$ cat src/rtl/mmu_pkg.sv
// Shared definitions for the 2x2 systolic MMU and its result collector.
package mmu_pkg;

  typedef enum logic [1:0] {
    IDLE    = 2'd0,
    WAIT    = 2'd1,
    CAPTURE = 2'd2,
    DRAIN   = 2'd3
  } state_t;

  localparam int MMU_DATA_W    = 8;
  // Edges from the start sample to the first column-0 accumulator output.
  localparam int MMU_FIRST_LAT = 2;

endpackage

$ cat src/rtl/result_row_buffer.sv
// ROWS x 2 result storage with independent per-column write ports and one row read port.
module result_row_buffer #(
  parameter int ROWS   = 2,
  parameter int DATA_W = 8,
  parameter int IDX_W  = 1
) (
  input  logic              clk,
  input  logic              reset,
  input  logic              we0_i,
  input  logic [IDX_W-1:0]  widx0_i,
  input  logic [DATA_W-1:0] wdata0_i,
  input  logic              we1_i,
  input  logic [IDX_W-1:0]  widx1_i,
  input  logic [DATA_W-1:0] wdata1_i,
  input  logic [IDX_W-1:0]  ridx_i,
  output logic [DATA_W-1:0] rdata0_o,
  output logic [DATA_W-1:0] rdata1_o
);

  logic [DATA_W-1:0] col0_q [ROWS];
  logic [DATA_W-1:0] col1_q [ROWS];

  always_ff @(posedge clk) begin
    if (reset) begin
      for (int i = 0; i < ROWS; i++) begin
        col0_q[i] <= '0;
        col1_q[i] <= '0;
      end
    end else begin
      if (we0_i) col0_q[widx0_i] <= wdata0_i;
      if (we1_i) col1_q[widx1_i] <= wdata1_i;
    end
  end

  assign rdata0_o = col0_q[ridx_i];
  assign rdata1_o = col1_q[ridx_i];

endmodule

$ cat src/rtl/mmu_result_collector.sv
// De-skews the MMU's staggered column outputs into a row buffer and streams rows
// out over a valid/ready handshake.
module mmu_result_collector
  import mmu_pkg::*;
#(
  parameter int ROWS      = 2,
  parameter int DATA_W    = MMU_DATA_W,
  parameter int FIRST_LAT = MMU_FIRST_LAT
) (
  input  logic                clk,
  input  logic                reset,
  input  logic                start,
  input  logic [DATA_W-1:0]   acc_in0,
  input  logic [DATA_W-1:0]   acc_in1,
  output logic                row_valid,
  input  logic                row_ready,
  output logic [2*DATA_W-1:0] row_data,
  output logic                row_last,
  output logic                busy,
  output logic                done,
  output logic                overrun
);

  localparam int IDX_W     = (ROWS > 1) ? $clog2(ROWS) : 1;
  localparam int CNT_W     = $clog2(ROWS + 1);
  localparam int LAT_W     = $clog2(FIRST_LAT + 1);
  // WAIT spans FIRST_LAT-1 edges so CAPTURE is live at edge FIRST_LAT.
  localparam int WAIT_LAST = (FIRST_LAT >= 2) ? FIRST_LAT - 2 : 0;

  state_t           state_q, state_d;
  logic [CNT_W-1:0] k_q, k_d;
  logic [LAT_W-1:0] lat_q, lat_d;
  logic [IDX_W-1:0] rd_q, rd_d;
  logic             done_q, done_d;
  logic             overrun_q, overrun_d;

  logic              we0, we1;
  logic              accept, is_last;
  logic [DATA_W-1:0] rdata0, rdata1;

  result_row_buffer #(
    .ROWS   (ROWS),
    .DATA_W (DATA_W),
    .IDX_W  (IDX_W)
  ) u_buf (
    .clk      (clk),
    .reset    (reset),
    .we0_i    (we0),
    .widx0_i  (IDX_W'(k_q)),
    .wdata0_i (acc_in0),
    .we1_i    (we1),
    .widx1_i  (IDX_W'(k_q - 1'b1)),
    .wdata1_i (acc_in1),
    .ridx_i   (rd_q),
    .rdata0_o (rdata0),
    .rdata1_o (rdata1)
  );

  assign is_last = (rd_q == IDX_W'(ROWS - 1));
  assign accept  = (state_q == DRAIN) && row_ready;

  always_comb begin
    state_d   = state_q;
    k_d       = k_q;
    lat_d     = lat_q;
    rd_d      = rd_q;
    done_d    = 1'b0;
    overrun_d = 1'b0;
    we0       = 1'b0;
    we1       = 1'b0;
    case (state_q)
      IDLE: begin
        if (start) begin
          state_d = (FIRST_LAT == 1) ? CAPTURE : WAIT;
          k_d     = '0;
          lat_d   = '0;
          rd_d    = '0;
        end
      end
      WAIT: begin
        overrun_d = start;
        if (lat_q == LAT_W'(WAIT_LAST)) state_d = CAPTURE;
        else                            lat_d   = lat_q + 1'b1;
      end
      CAPTURE: begin
        overrun_d = start;
        // Column 1 trails column 0 by one edge, so it writes the previous row.
        we0 = (k_q < CNT_W'(ROWS));
        we1 = (k_q != '0);
        if (k_q == CNT_W'(ROWS)) begin
          state_d = DRAIN;
          k_d     = '0;
        end else begin
          k_d = k_q + 1'b1;
        end
      end
      DRAIN: begin
        overrun_d = start;
        if (accept) begin
          if (is_last) begin
            state_d = IDLE;
            done_d  = 1'b1;
            rd_d    = '0;
          end else begin
            rd_d = rd_q + 1'b1;
          end
        end
      end
      default: state_d = IDLE;
    endcase
  end

  always_ff @(posedge clk) begin
    if (reset) begin
      state_q   <= IDLE;
      k_q       <= '0;
      lat_q     <= '0;
      rd_q      <= '0;
      done_q    <= 1'b0;
      overrun_q <= 1'b0;
    end else begin
      state_q   <= state_d;
      k_q       <= k_d;
      lat_q     <= lat_d;
      rd_q      <= rd_d;
      done_q    <= done_d;
      overrun_q <= overrun_d;
    end
  end

  assign row_valid = (state_q == DRAIN);
  assign row_data  = row_valid ? {rdata1, rdata0} : '0;
  assign row_last  = row_valid && is_last;
  assign busy      = (state_q != IDLE);
  assign done      = done_q;
  assign overrun   = overrun_q;

endmodule

$ cat config.mk
export PLATFORM = sky130hd
export DESIGN_NAME = mmu_result_collector
export DESIGN_NICKNAME = d
export VERILOG_FILES = /design/src/rtl/mmu_pkg.sv /design/src/rtl/result_row_buffer.sv /design/src/rtl/mmu_result_collector.sv
export SDC_FILE = /design/constraint.sdc
export NUM_CORES = 1
export LEC_CHECK = 0
export ABC_AREA = 1
export CORE_MARGIN = 4
export CORE_UTILIZATION = 46
export DETAILED_ROUTE_END_ITERATION = 6
export PLACE_DENSITY = 0.76
export SLEW_MARGIN = 20
export SYNTH_ARGS = -nofsm -noshare
export SYNTH_HDL_FRONTEND = slang
export SYNTH_SLANG_ARGS = --single-unit
$ cat constraint.sdc
create_clock -name clk -period 1.5 [get_ports clk]
set_input_delay 0.225 -clock clk [delete_from_list [all_inputs] [get_ports clk]]
set_output_delay 0.225 -clock clk [all_outputs]
set_load 0.05 [all_outputs]
# [Yosys cells after proc, flatten, opt, wreduce, memory -nomap -nowiden]
# Memory sizes are Yosys's and may differ from the RTL's. A register that Yosys moved wholly into a read port is not among the register bits.
# Index checks and enable logic that the tools add are counted.
# W data, S select, Z words.
[classes] n_addsub=4 n_lt_le_gt_ge=1 eq_ne=10 muxes=37 bitwise=3 reduce_logical=18
[ops] cell="$mux W1" count=22
[ops] cell="$mux W16" count=1
[ops] cell="$mux W2" count=8
[ops] cell="$mux W8" count=2
[ops] cell="$reduce_or A8 Y1" count=2
[ops] cell="$reduce_bool A2 Y1" count=5
[ops] cell="$ne A2 B2 Y1 const B" count=4
[ops] cell="$pmux W2 S2" count=2
[ops] cell="$pmux W2 S4" count=1
[ops] cell="$eq A2 B2 Y1 const B" count=3
[ops] cell="$reduce_and A3 Y1" count=2
[ops] cell="$reduce_or A3 Y1" count=2
[ops] cell="$reduce_and A5 Y1" count=1
[ops] cell="$add A2 B1 Y2 const B" count=2
[ops] cell="$logic_not A2 Y1" count=2
[ops] cell="$ne A2 B1 Y1 const B" count=2
[ops] cell="$not A1 Y1" count=3
[ops] cell="$eq A2 B1 Y1 const B" count=1
[ops] cell="$logic_and A1 B1 Y1" count=2
[ops] cell="$lt A2 B2 Y1 const B" count=1
[ops] cell="$pmux W1 S2" count=1
[ops] cell="$reduce_and A2 Y1" count=1
[ops] cell="$reduce_or A2 Y1" count=1
[ops] cell="$add A1 B1 Y1 const B" count=1
[ops] cell="$sub A1 B1 Y1 const B" count=1
[word_totals] reg_bits=9 mem_bits_rw=32 input_bits=20 mem_count=2
[mem_list] memory="u_buf.col0_q" words=2 width=8 rd=1 rd_ports_with_merged_regs=1 write_ports=2 line="result_row_buffer.sv:20" source="logic [DATA_W-1:0] col0_q [ROWS];"
[mem_list] memory="u_buf.col1_q" words=2 width=8 rd=1 rd_ports_with_merged_regs=1 write_ports=2 line="result_row_buffer.sv:21" source="logic [DATA_W-1:0] col1_q [ROWS];"

# [Logic depth before layout (Yosys ltp)]
# Gate-level depths: netlist of the first run.
[depth] depth_word=7 mapped_depth=9 depth_no_buf=9

# [Hierarchy]
# A second synthesis of the first run with hierarchy kept.
[hier_totals] cells_unflattened=255 area_unflattened_um2=2120.8
[by_module_without_submodules] module="result_row_buffer" instances=1 cells_per_inst=142 area_each_um2=1427.6 seq_area_each_um2=960.9
[by_module_without_submodules] module="mmu_result_collector" instances=1 cells_per_inst=113 area_each_um2=693.2 seq_area_each_um2=180.2

# [Worst setup path after synthesis of the first run]
# OpenSTA, ideal clock, no wires.
[synth_path] path_type="register -> output" from="register state_q[1]" to="output port row_data[10]" arrival_ps=1557 setup_slack_ps=-282 path_stages_with_launch=6 path_cell_list="dfxtp_1 -> ha_1 -> buf_6 -> buf_2 -> o21ai_0 -> nor2_1"
[synth_between] elab_chain_len=2
[synth_rtl] item="start: declaration" line="mmu_result_collector.sv:30" source="state_t state_q, state_d;"
[synth_rtl] item="start signal: assignment" line="mmu_result_collector.sv:122" source="state_q <= state_d;"
[synth_rtl] item="$eq A2 B2 Y1" line="mmu_result_collector.sv:131" source="assign row_valid = (state_q == DRAIN);"
[synth_rtl] item="$mux W16" line="mmu_result_collector.sv:132" source="assign row_data = row_valid ? {rdata1, rdata0} : '0;"
[synth_rtl] item="end: declaration" line="mmu_result_collector.sv:17" source="output logic [2*DATA_W-1:0] row_data,"
# No other way between the ends.

# [Final worst setup path of the first run]
[layout_path] from="register state_q[1]" to="output port row_data[1]"
# Same word-level chain as after synthesis.

==> impl_metrics.toml, run 1 <==
[min_path]
hold_path_depth = 2
min-delay-path-class = "reg2reg"

[clock_tree]
cts_num_sinks = 42
cts_hold_buf = 0
cts-root-buf = "clkbuf_8"
clk_latency_ns = 0.29
cts_tree = "done"
htreeDepth = 2
clkTransAtPathRegs_ns = 0.08
clock_path_buffers = 2
cts_made_buffers = 5

[route]
antenna_left = 0
wl_per_cell_um = 15.9
viasPerCell = 5.18
routed_wl_um = 5400
drt_iter0_drc = 153
via_count = 1761
drc_errors = 0
drt_pre_antenna_iters = 4

[sta]
slew_headroom_pct = 80.3
worstMarginPinSlew_ns = 0.295
period_needed_ns = 1.64
hold_viol_final = 0
timing.fmax_mhz = 609
fin_worst_skew_ns = 0.00487
rsz0062_at_grt = "yes"
setup_slack_ns = -0.143
drv_slew = 0
period_share_pct = 110
setup_viol = 17

[critical_path]
crit_start = "state_q[1]"
cp.arrival_ns = 1.42
path_max_fanout = 4
r2r-start = "state_q[1]"
r2r-end = "u_buf.col1_q[1][6]"
r2r_slack_ns = 0.03
crit_slowest_cell = "dfxtp_4"
cp.depth = 5
endpoint_kind = "output pin"
cp_num_buf_inv = 2
rr_worst_depth = 8
required_ns = 1.27
path_cells = "ha_4, clkbuf_16, o21ai_2, nor2_2, buf_12"
critPathTopFamily = "flip-flops"
crit_path_max_incr_delay_ns = 0.37
crit_path_start_kind = "flop"
path_class = "reg2out"
cp-endpoint = "row_data[1]"

[power]
power.share.sequential_pct = 32.6
finalPower_w = 0.00469
switching_share_pct = 35.9
switching_power_w = 0.00169
peakVddDrop_uv = 1160
clkPwrFrac_pct = 23.4
p_leak_nw = 1.40
p_int_w = 0.00300
powerDensity_mw_per_mm2 = 1370
combinationalPowerShare_pct = 44.0

[synth]
synth_fp_nets = 250
seq_area_frac_synth_pct = 57.0
synth_area_sq_mm = 0.00204
ys_types = 24
ys_warn_count = 0
synthCells = 222
ys_ff_latch = 42
syn_avg_cell_area_sq_um = 9.18

[placed_design]
port_buffers = 40
dp_hpwl_um = 3190
gp_congestion = 0.805
placed_area_sq_mm = 0.00293

[global_route]
grt_max_degree = 17
antenna_found_initial = 0
grt_pass1_vias = 1680
grt_usage_pct = 18.9
grt_pass1_wl_um = 7830
grt_overflow_total = 0

[final_layout]
antenna_cells = 0
final_common_cell = "nor2_1"
fin_area_sq_mm = 0.00344
area_growth_pct = 68.6
nFillCells = 218
layout_common_cells = "nor2_1 (45), edfxtp_1 (32), inv_1 (27), buf_12 (21), clkdlybuf4s50_1 (19)"
fin_util_pct = 82.9
layout-drive-gt1-share_pct = 44.1
final_nets = 317

[die]
die_h_um = 74.6
core_area_sq_mm = 0.00414
die_x_um = 74.6
num_io_pins = 41
num_rows = 23
initial_core_util_pct = 49.2
dieArea_sq_mm = 0.00556

[job]
drv_cap = 0

[outcome]
status = "complete, but fails checks"
violations = "setup timing"
[area by class of cell]
type	instances	area (sq um)	share of cell area (%)
inverters	35	144	4.19
multi-input cells	141	1060	30.7
clock inverters	2	60.1	1.75
repair buffers	64	861	25.1
flip-flops and latches	42	1170	34.0
clock buffers	6	82.6	2.40
well taps	50	62.6	1.82
[cell families after synthesis]
| family | Yosys count | share of synthesized area [%] |
|---|---|---|
| and+or+nand+nor | 105 | 22.8 |
| DFF | 42 | 57.0 |
| buffers and inverters | 39 | 8.10 |
| AOI/OAI and AO/OA | 28 | 7.18 |
| adders and majority gates | 8 | 4.91 |
[per-stage QoR]
step	setup slack [ns]	hold slack, ns	std cells	TNS (ns)
after CTS	-0.118	0.470	341	-1.43
after detailed placement	-0.0271	0.459	325	-0.682
final	-0.143	0.472	340	-1.98
after global routing	-0.210	0.491	340	-2.92
after global placement	-0.0114	0.453	325	-0.0896
after floorplan	-0.0753	0.294	222	-0.0753
[metal layers]
layer / wire [um] / track usage, %
met1: 2030 / 22.7
met2: 2880 / 34.4
met3: 330 / 2.97
met4: 161 / 5.93
met5: 0 / 0
[Yosys cell counts, drive strengths merged]
master / n / area share, %
nor3: 2 / 0.49
nand4: 1 / 0.31
inv: 35 / 6.7
dfxtp: 10 / 9.8
o21ai: 19 / 4.7
o211ai: 1 / 0.37
a21oi: 8 / 2.1
buf: 3 / 1.2
clkbuf: 1 / 0.25
nand3: 3 / 1.4
edfxtp: 32 / 47
nor2: 75 / 15
ha: 8 / 4.9
nand2: 24 / 5.9
[flip-flops by register name (all words and copies together) (netlist names), named ones only]
register      count
lat_q             2
overrun           1
is_last           1
k_q               2
u_buf.col0_q     16
done              1
state_q           2
u_buf.col1_q     16
[what timing repair did]
item	in CTS	in global routing
pin swaps	4	18
resized for setup	29	62
setup buffers	7	2
hold endpoints to repair	0	0
gates cloned	1	2
endpoints found under the setup margin	20	79
[how the worst min path moves through the flow]
stage | start | slack, ns | endpoint
2_1_floorplan | reset | 0.29 | k_q[1]
3_3_place_gp | lat_q[1] | 0.45 | lat_q[1]
3_5_place_dp | lat_q[1] | 0.46 | lat_q[1]
4_1_cts | lat_q[1] | 0.47 | lat_q[1]
5_1_grt | lat_q[1] | 0.49 | lat_q[1]
6_report | lat_q[1] | 0.47 | lat_q[1]
[power by group through the flow]
stage	registers [W]	logic, W	clock network [W]
2_1_floorplan	0.00151	0.000937	0
3_3_place_gp	0.00149	0.00152	0
3_5_place_dp	0.00150	0.00156	0
4_1_cts	0.00149	0.00177	0.00110
5_1_grt	0.00154	0.00221	0.00116
6_report	0.00153	0.00206	0.00110
[worst min-delay path: stages, from the launching register on]
cell and delay (ns):
dfxtp_1 0.32, nand2_1 0.06, a21oi_1 0.06
No activity file was read; power rests on OpenSTA's default activity.
==> inputs of run 2 (changes only) <==
- SLEW_MARGIN: 20 -> not set
==> results of run 2 <==
No change in the layout: final DEF, timing and power equal those of run 1.
